## config.mk

```make
export PLATFORM = sky130hd
export DESIGN_NAME = target_rng
export DESIGN_NICKNAME = d
export VERILOG_FILES = /design/src/rtl/game_pkg.sv /design/src/rtl/target_rng_lfsr16.sv /design/src/rtl/target_rng.sv
export SDC_FILE = /design/constraint.sdc
export NUM_CORES = 1
export LEC_CHECK = 0
export CORE_MARGIN = 5
export CORE_UTILIZATION = 30
export CTS_CLUSTER_DIAMETER = 150
export DETAILED_ROUTE_END_ITERATION = 8
export PLACE_DENSITY = 0.54
export SLEW_MARGIN = 20
export SYNTH_ARGS = -nofsm -noshare
export SYNTH_HDL_FRONTEND = slang
export SYNTH_SLANG_ARGS = --single-unit
```

## constraint.sdc

```tcl
create_clock -name clk -period 2.5 [get_ports clk]
set_clock_uncertainty 0.15 [all_clocks]
set_input_delay 0.375 -clock clk [delete_from_list [all_inputs] [get_ports clk]]
set_output_delay 0.375 -clock clk [all_outputs]
set_load 0.05 [all_outputs]
```

## src/rtl/game_pkg.sv

```systemverilog
// game_pkg: shared types and constants for the number-guessing game.
// Holds the draw FSM state type, BCD and LFSR widths, and the LFSR step.
package game_pkg;

  typedef enum logic [1:0] {
    IDLE,
    DRAW,
    DONE
  } rng_state_t;

  localparam int DIGIT_W = 4;
  localparam int LFSR_W  = 16;

  // Right-shift Fibonacci form: taps 16,14,13,11 sit at bits 0,2,3,5
  localparam logic [LFSR_W-1:0] LFSR_TAPS = 16'h002D;

  localparam logic [DIGIT_W-1:0] BCD_MAX  = 4'd9;
  localparam logic [DIGIT_W-1:0] BCD_BASE = 4'd10;

  function automatic logic [LFSR_W-1:0] lfsr_next(
    input logic [LFSR_W-1:0] q
  );
    return {^(q & LFSR_TAPS), q[LFSR_W-1:1]};
  endfunction

endpackage

```

## src/rtl/target_rng_lfsr16.sv

```systemverilog
// lfsr16: free-running 16-bit Fibonacci LFSR.
// Shifts on every clock; reset loads SEED.
module lfsr16
  import game_pkg::*;
#(
  parameter logic [LFSR_W-1:0] SEED = 16'hACE1
) (
  input  logic              clk,
  input  logic              rst,
  output logic [LFSR_W-1:0] q
);

  always_ff @(posedge clk or posedge rst) begin
    if (rst) begin
      q <= SEED;
    end else begin
      q <= lfsr_next(q);
    end
  end

endmodule

```

## src/rtl/target_rng.sv

```systemverilog
// target_rng: draws a random 1-3 digit BCD target at the start of each round.
// Build option TARGET_NO_REPEAT_EN: avoid repeating the previous target.
module target_rng
  import game_pkg::*;
#(
  parameter logic [LFSR_W-1:0] LFSR_SEED = 16'hACE1,
  parameter int                MAX_RETRY = 8
) (
  input  logic               clk,
  input  logic               rst,
  input  logic               new_round,
  input  logic [1:0]         max_digits,
  output logic [DIGIT_W-1:0] target_digit_1,
  output logic [DIGIT_W-1:0] target_digit_2,
  output logic [DIGIT_W-1:0] target_digit_3,
  output logic               target_valid,
  output logic               busy
);

  localparam int RW = (MAX_RETRY < 1) ? 1 : $clog2(MAX_RETRY + 1);
  localparam logic [RW-1:0] RMAX = RW'(MAX_RETRY);

  if (LFSR_SEED == '0) begin : g_seed_chk
    $error("target_rng: LFSR_SEED must be nonzero");
  end

  logic [LFSR_W-1:0]    lfsr;
  logic                 unused_lfsr;
  rng_state_t           state;
  logic [1:0]           n_dig;
  logic [1:0]           idx;
  logic [RW-1:0]        retry;
  logic [3*DIGIT_W-1:0] tgt;
  logic [3*DIGIT_W-1:0] next_t;
  logic [DIGIT_W-1:0]   nib;
  logic [DIGIT_W-1:0]   dval;
  logic                 take;
  logic                 last;
  logic                 req;
  logic                 rep;

  lfsr16 #(
    .SEED (LFSR_SEED)
  ) u_lfsr (
    .clk (clk),
    .rst (rst),
    .q   (lfsr)
  );

  assign unused_lfsr = ^lfsr[LFSR_W-1:DIGIT_W];

  assign target_digit_1 = tgt[DIGIT_W-1:0];
  assign target_digit_2 = tgt[2*DIGIT_W-1:DIGIT_W];
  assign target_digit_3 = tgt[3*DIGIT_W-1:2*DIGIT_W];

  assign req = new_round && (state != DRAW);

  // Out-of-range nibbles are retried; the last retry folds them into 0-5
  always_comb begin
    nib    = lfsr[DIGIT_W-1:0];
    take   = (nib <= BCD_MAX) || (retry == RMAX);
    dval   = (nib <= BCD_MAX) ? nib : nib - BCD_BASE;
    next_t = tgt;
    unique case (1'b1)
      (idx == 2'd1): next_t[DIGIT_W-1:0]           = dval;
      (idx == 2'd2): next_t[2*DIGIT_W-1:DIGIT_W]   = dval;
      default:       next_t[3*DIGIT_W-1:2*DIGIT_W] = dval;
    endcase
    last = take && (idx == n_dig);
  end

`ifdef TARGET_NO_REPEAT_EN
  logic [3*DIGIT_W-1:0] prev_t;
  logic [3*DIGIT_W-1:0] mask;
  logic [1:0]           redraws;

  always_comb begin
    unique case (1'b1)
      (n_dig == 2'd1): mask = 12'h00F;
      (n_dig == 2'd2): mask = 12'h0FF;
      default:         mask = 12'hFFF;
    endcase
    rep = (((next_t ^ prev_t) & mask) == '0) && (redraws != 2'd2);
  end

  always_ff @(posedge clk or posedge rst) begin
    if (rst) begin
      prev_t  <= '0;
      redraws <= '0;
    end else if (req) begin
      redraws <= '0;
    end else if (state == DRAW && last) begin
      if (rep) begin
        redraws <= redraws + 2'd1;
      end else begin
        prev_t <= next_t;
      end
    end
  end
`else
  assign rep = 1'b0;
`endif

  always_ff @(posedge clk or posedge rst) begin
    if (rst) begin
      state        <= IDLE;
      tgt          <= '0;
      target_valid <= 1'b0;
      busy         <= 1'b0;
      n_dig        <= 2'd1;
      idx          <= 2'd1;
      retry        <= '0;
    end else begin
      unique case (state)
        IDLE, DONE: begin
          if (new_round) begin
            n_dig        <= (max_digits == 2'd0) ? 2'd1 : max_digits;
            tgt          <= '0;
            target_valid <= 1'b0;
            busy         <= 1'b1;
            idx          <= 2'd1;
            retry        <= '0;
            state        <= DRAW;
          end
        end
        DRAW: begin
          if (!take) begin
            retry <= retry + 1'b1;
          end else if (last && rep) begin
            tgt   <= '0;
            idx   <= 2'd1;
            retry <= '0;
          end else if (last) begin
            tgt          <= next_t;
            target_valid <= 1'b1;
            busy         <= 1'b0;
            state        <= DONE;
          end else begin
            tgt   <= next_t;
            idx   <= idx + 2'd1;
            retry <= '0;
          end
        end
        default: state <= IDLE;
      endcase
    end
  end

endmodule

```

Yosys cells after proc, flatten, opt, wreduce, memory -nomap -nowiden
Index checks and enable logic that the tools add are counted.
{"block": "totals", "out_inout_bits": 14, "register_bits": 40, "elab_cells": 71, "input_bits": 5}
{"block": "op_classes", "n_mux": 27, "eq_ne": 14, "add_sub_neg": 3, "order_cmp": 1, "reduce_logical": 16}
{"cell": "4-bit 2-to-1 mux", "count": 7}
{"cell": "12-bit 2-to-1 mux", "count": 2}
{"cell": "12-bit one-hot mux with 2 select lines", "count": 1}
{"cell": "4-bit AND reduction", "count": 5}
{"cell": "16-bit XOR reduction", "count": 1}
{"cell": "2-bit inequality test, second input constant", "count": 7}
{"cell": "2-bit 2-to-1 mux", "count": 6}
{"cell": "2-bit one-hot mux with 2 select lines", "count": 2}
{"cell": "4-bit one-hot mux with 2 select lines", "count": 1}
{"cell": "1-bit 2-to-1 mux", "count": 6}
{"cell": "3-bit AND reduction", "count": 2}
{"cell": "4-bit by 1-bit adder with 4-bit output, second input constant", "count": 1}
{"cell": "2-bit by 1-bit equality test with 1-bit output, second input constant", "count": 2}
{"cell": "2-bit equality test, second input constant", "count": 2}
{"cell": "4-bit equality test, second input constant", "count": 1}
{"cell": "4-bit <= comparator, second input constant", "count": 1}
{"cell": "2-bit logical NOT", "count": 2}
{"cell": "1-bit one-hot mux with 2 select lines", "count": 2}
{"cell": "2-bit OR reduction", "count": 2}
{"cell": "4-bit subtractor, second input constant", "count": 1}
{"cell": "3-bit inequality test, second input constant", "count": 1}
{"cell": "2-bit by 1-bit adder with 2-bit output, second input constant", "count": 1}
{"cell": "2-bit equality test", "count": 1}
{"cell": "2-bit AND reduction", "count": 1}
{"cell": "3 further kinds", "count": 3}

Logic depth before layout (Yosys ltp)
{"block": "logic_depth", "word_depth": 6, "mapped_depth": 6}

Cells and area by module
Synthesis repeated with hierarchy kept, for this count alone.
{"block": "unflattened", "hier_cells": 146, "area_unflattened_um2": 1729.2}
{"module": "target_rng", "area_per_inst_um2": 1288.7, "n_inst": 1, "cells_per_inst": 126}
{"module": "lfsr16", "area_per_inst_um2": 440.4, "n_inst": 1, "cells_per_inst": 20}

Worst setup path before layout
No wires, ideal clock.
{"block": "synth_path", "path_kind": "register to register", "from": "reg u_lfsr.q[2]", "to": "reg idx[1]", "arrival_time_ps": 1520, "path_stages_with_launch": 7, "path_slack_ps": 706, "synth_period_minus_slack_ps": 1794, "n_path_buf": 0, "cell_sequence": "dfrtp_1 > inv_1 > ha_1 > a21bo_4 > a21o_1 > and3_4 > a211o_1"}
{"block": "synth_via", "elab_chain_len": 5, "word_cells_on_any_way": 6, "cone_classes": "order compare (1); eq/ne (2); reduce/logical (3)"}
{"item": "from (decl)", "line_no": "target_rng_lfsr16.sv:10", "source": "output logic [LFSR_W-1:0] q"}
{"item": "from (signal assigned)", "line_no": "target_rng_lfsr16.sv:17", "source": "q <= lfsr_next(q);"}
{"item": "4-bit <= comparator *", "line_no": "target_rng.sv:61", "source": "take = (nib <= BCD_MAX) || (retry == RMAX);"}
{"item": "1-bit logical OR *", "line_no": "target_rng.sv:61"}
{"item": "1-bit logical AND", "line_no": "target_rng.sv:69", "source": "last = take && (idx == n_dig);"}
{"item": "2-bit inequality test (no source line)"}
{"item": "4-bit AND reduction (no source line) *"}
{"item": "to (signal assigned)", "line_no": "target_rng.sv:140", "source": "idx <= idx + 2'd1;"}
{"item": "to (decl)", "line_no": "target_rng.sv:31", "source": "logic [1:0] idx;"}
Every way passes the cells marked *; elsewhere a longest branch is shown, timed or not.
A chain may end at the register's enable or synchronous reset.

Worst setup path after layout
{"block": "layout_path", "from": "reg tgt[10]", "to": "out target_digit_3[2]"}
{"item": "from (decl)", "line_no": "target_rng.sv:33", "source": "logic [3*DIGIT_W-1:0] tgt;"}
{"item": "from (signal assigned)", "line_no": "target_rng.sv:134", "source": "tgt <= next_t;"}
{"item": "from (signal assigned)", "line_no": "target_rng.sv:139", "source": "tgt <= next_t;"}
{"item": "to (decl)", "line_no": "target_rng.sv:15", "source": "output logic [DIGIT_W-1:0] target_digit_3,"}
No word-level cell between the ends.

==> metrics.log <==
INFO  metric asyncSetResetFlopFracSynth = 100.0%
INFO  metric finish.instance_area = around 0.0021 mm2
INFO  metric max_cap_viol_count = 0
INFO  metric initial_utilization = a little under a third
INFO  metric hold_path_startpoint = u_lfsr.q[4]
INFO  metric worst-path-stages = 1
INFO  metric clk_latency = ~300 ps
INFO  metric critical_path_class = register to output pin
INFO  metric crit_buf_inv = 1
INFO  metric synth_cells = roughly 140
INFO  metric final_hold_viol_count = 0
INFO  metric route.detailed.wl_per_inst = ~14 um
INFO  metric cts_tree = yes
INFO  metric warning_count_from_the_yosys_run = 0
INFO  metric ys_seq_elements = 40
INFO  metric global_route_wire_length_before_repair = around 5600 um
INFO  metric dieArea = approximately 0.0073 mm2
INFO  metric critical_path_required = slightly below 2000 ps
INFO  metric synth.yosys.seq_area_share = roughly three fifths
INFO  metric cts-buffers-inserted = 5
INFO  metric worst_pin_slew = about 520 ps
INFO  metric totalWireLength = roughly 3300 um
INFO  metric netlist_area = about 0.0017 mm2
INFO  metric routed-via-count = around 1100
INFO  metric hold_path_end = u_lfsr.q[3]
INFO  metric r2r_slack = 500 ps
INFO  metric layout.nets = 174
INFO  metric die-height = between 80 and 90 um
INFO  metric core_region_area = 0.005540 mm2
INFO  metric min_period = between 2000 and 2500 ps
INFO  metric placement.setup.worst_slack = roughly 300 ps
INFO  metric fmax = approximately 0.49 GHz
INFO  metric place_hpwl = 2326 um
INFO  metric final_antenna_net_count = 0
INFO  metric critical-path-top-delay-family = buffers and inverters
INFO  metric worst_case_clock_buffer_depth = 2
INFO  metric report.final.slew_viol_count = 0
INFO  metric drc_violation_total_after_the_first_tritonroute_iteration = approximately 60
INFO  metric ff2ff_path_depth = 6
INFO  metric rsz_0062_raised_after_global_routing = false
INFO  metric hold_buffers = 0
INFO  metric critPathMaxStageDelay = 830 ps
INFO  metric status = completed
INFO  metric worst_r2r_endpoint = tgt[0]
INFO  metric cts_setup_buffers = 0
INFO  metric timing.hold.worst_path_depth = 0
INFO  metric startpoint_type = register
INFO  metric r2r-start = u_lfsr.q[2]
INFO  metric i_o_buffers = 18
INFO  metric synth_cell_type_count = 38
INFO  metric worst_setup_hold_path_clk_slew = approximately 80 ps
INFO  metric finalWeightedCongestion = 0.8565
INFO  metric chipWidth = ~86 um
INFO  metric detail_route.drc_violations = 0
INFO  metric route.detailed.vias_per_inst = between 4 and 5
INFO  metric crit_fanout = 2
INFO  metric critPathArrivalTime = 1500 ps
INFO  metric vdd_drop_max = roughly 0.43 mV
INFO  metric post_route_cells_drive_above_1_share = ~25%
INFO  metric synth_nets = 149
INFO  metric antenna_diodes = 0
INFO  metric worst_path_max_delay_cell = sky130_fd_sc_hd__clkdlybuf4s50_1
INFO  metric floorplan.rows = 27
INFO  metric timing.setup.tns = 0 ps
INFO  metric finish.utilization = a little under two fifths
INFO  metric first_pass_iters = 4
INFO  metric syn_avg_cell_area = ~13 um2
INFO  metric clock_sinks = 40
INFO  metric pin_count = 19
INFO  metric critical_path_cell_list = clkdlybuf4s50_1
INFO  metric yosysTopAreaCell = sky130_fd_sc_hd__dfrtp_1
INFO  metric timing.final.setup_violations = 0
INFO  metric synth_top_area_share = a little over two fifths
INFO  metric grt_max_degree = roughly 40
INFO  metric total_leakage_power = 0.9397 nW
INFO  metric synth_top_flop_cell = sky130_fd_sc_hd__dfrtp_1
INFO  metric p_per_area = between 800 and 900 mW/mm2
INFO  metric globalRouteTotalUtil = about a tenth
INFO  metric synth.area.top_cells = sky130_fd_sc_hd__dfrtp_1, sky130_fd_sc_hd__dfstp_2, sky130_fd_sc_hd__mux2_2
INFO  metric layout_setup_ws = about 480 ps
INFO  metric htree_num_levels = 2
INFO  metric antenna_found_initial = 0
INFO  metric timing.hold.worst.class = register to register
INFO  metric synth_edf_count = 0
INFO  metric max_slew_headroom = approximately two thirds
INFO  metric root_buffer_selected_by_cts = sky130_fd_sc_hd__clkbuf_8
INFO  metric grt_overflow = 0
INFO  metric fin_crit_sh = 80.93%
INFO  metric postPlaceCellArea = between 0.0015 and 0.002 mm2
INFO  metric worst_setup_path_end_kind = output pin
INFO  metric grt_pass1_vias = 1128
INFO  metric fin_worst_hold_slack = ~200 ps
INFO  metric area_growth = 22.94%
INFO  metric post_cts_resized = 0
==> cells in the final DEF (no fill, tap or decap), drive strengths merged, types with 2 or more instances in the layout <==
master and count:
buf 3, nor2b 2, clkbuf 5, nor2 5, xnor2 2, o21ai 5, mux2 11, a31oi 2
o22ai 3, a21oi 6, xor2 4, dfstp 10, nand3 2, clkdlybuf4s50 18, inv 12, a21o 3
nand2 13, o32ai 2, dfrtp 30, a211oi 2, ha 7
==> cell families after synthesis <==
logic type	share of synthesized area, %
flip-flops	59.17
multiplexers	7.816
adder cells (fa/ha/maj)	5.113
AND/OR/NAND/NOR	8.694
XOR/XNOR	3.068
buffers and inverters	3.287
AO/OA/AOI/OAI	12.86
==> synth_stat cells, drive strengths merged, types with 2 or more instances <==
library cell and n:
a211oi 2, a21o 3, a21oi 6, a31oi 2
buf 2, dfrtp 30, dfstp 10, ha 7
inv 11, mux2 11, nand2 13, nand3 2
nor2 5, nor2b 2, o21ai 5, o22ai 3
o32ai 2, xnor2 2, xor2 4
==> state kept, by name, indices dropped and copies added, names as in the netlist <==
name          count
u_lfsr.q         16
busy              1
idx               2
target_valid      1
tgt              12
state             2
n_dig             2
retry             4
==> how the worst max path moves through the flow <==
stage	startpoint	endpoint	slack [ps]
after floorplan	u_lfsr.q[2]	idx[1]	710
after global placement	new_round	tgt[9]	350
after detailed placement	new_round	tgt[10]	290
after CTS	tgt[10]	target_digit_3[2]	450
after global routing	u_lfsr.q[2]	retry[2]	320
final	tgt[10]	target_digit_3[2]	480
==> power by group <==
group	internal (mW)	switching [mW]	total, mW
Sequential	0.715	0.0504	0.766
Clock	0.301	0.242	0.542
Combinational	0.217	0.323	0.540
==> metal layers <==
metal | routed length [um] | share of wire (%) | global-route usage (%)
met3 | 200 | 6.2 | 4.515
met4 | 29 | 0.89 | 2.158
met2 | 1502 | 46 | 14.97
met5 | 0 | 0 | 0
met1 | 1519 | 47 | 12.67
==> stage by stage <==
| step | power, mW | std cells |
|---|---|---|
| after floorplan | 1.175 | 137 |
| after global placement | 1.301 | 227 |
| after detailed placement | 1.318 | 227 |
| after CTS | 1.863 | 235 |
| after global routing | 1.957 | 235 |
| final | 1.848 | 235 |
==> area by class of cell <==
type                       count  area [um2]
tap                           72       90.09
multi-input combinational     83       643.1
fill                         548        3435
clock buffer                   5       68.82
inverter                      11       41.29
clock inverter                 3       46.29
timing repair buffer          21       202.7
sequential                    40        1013
Power figures use the tool's default switching activity.
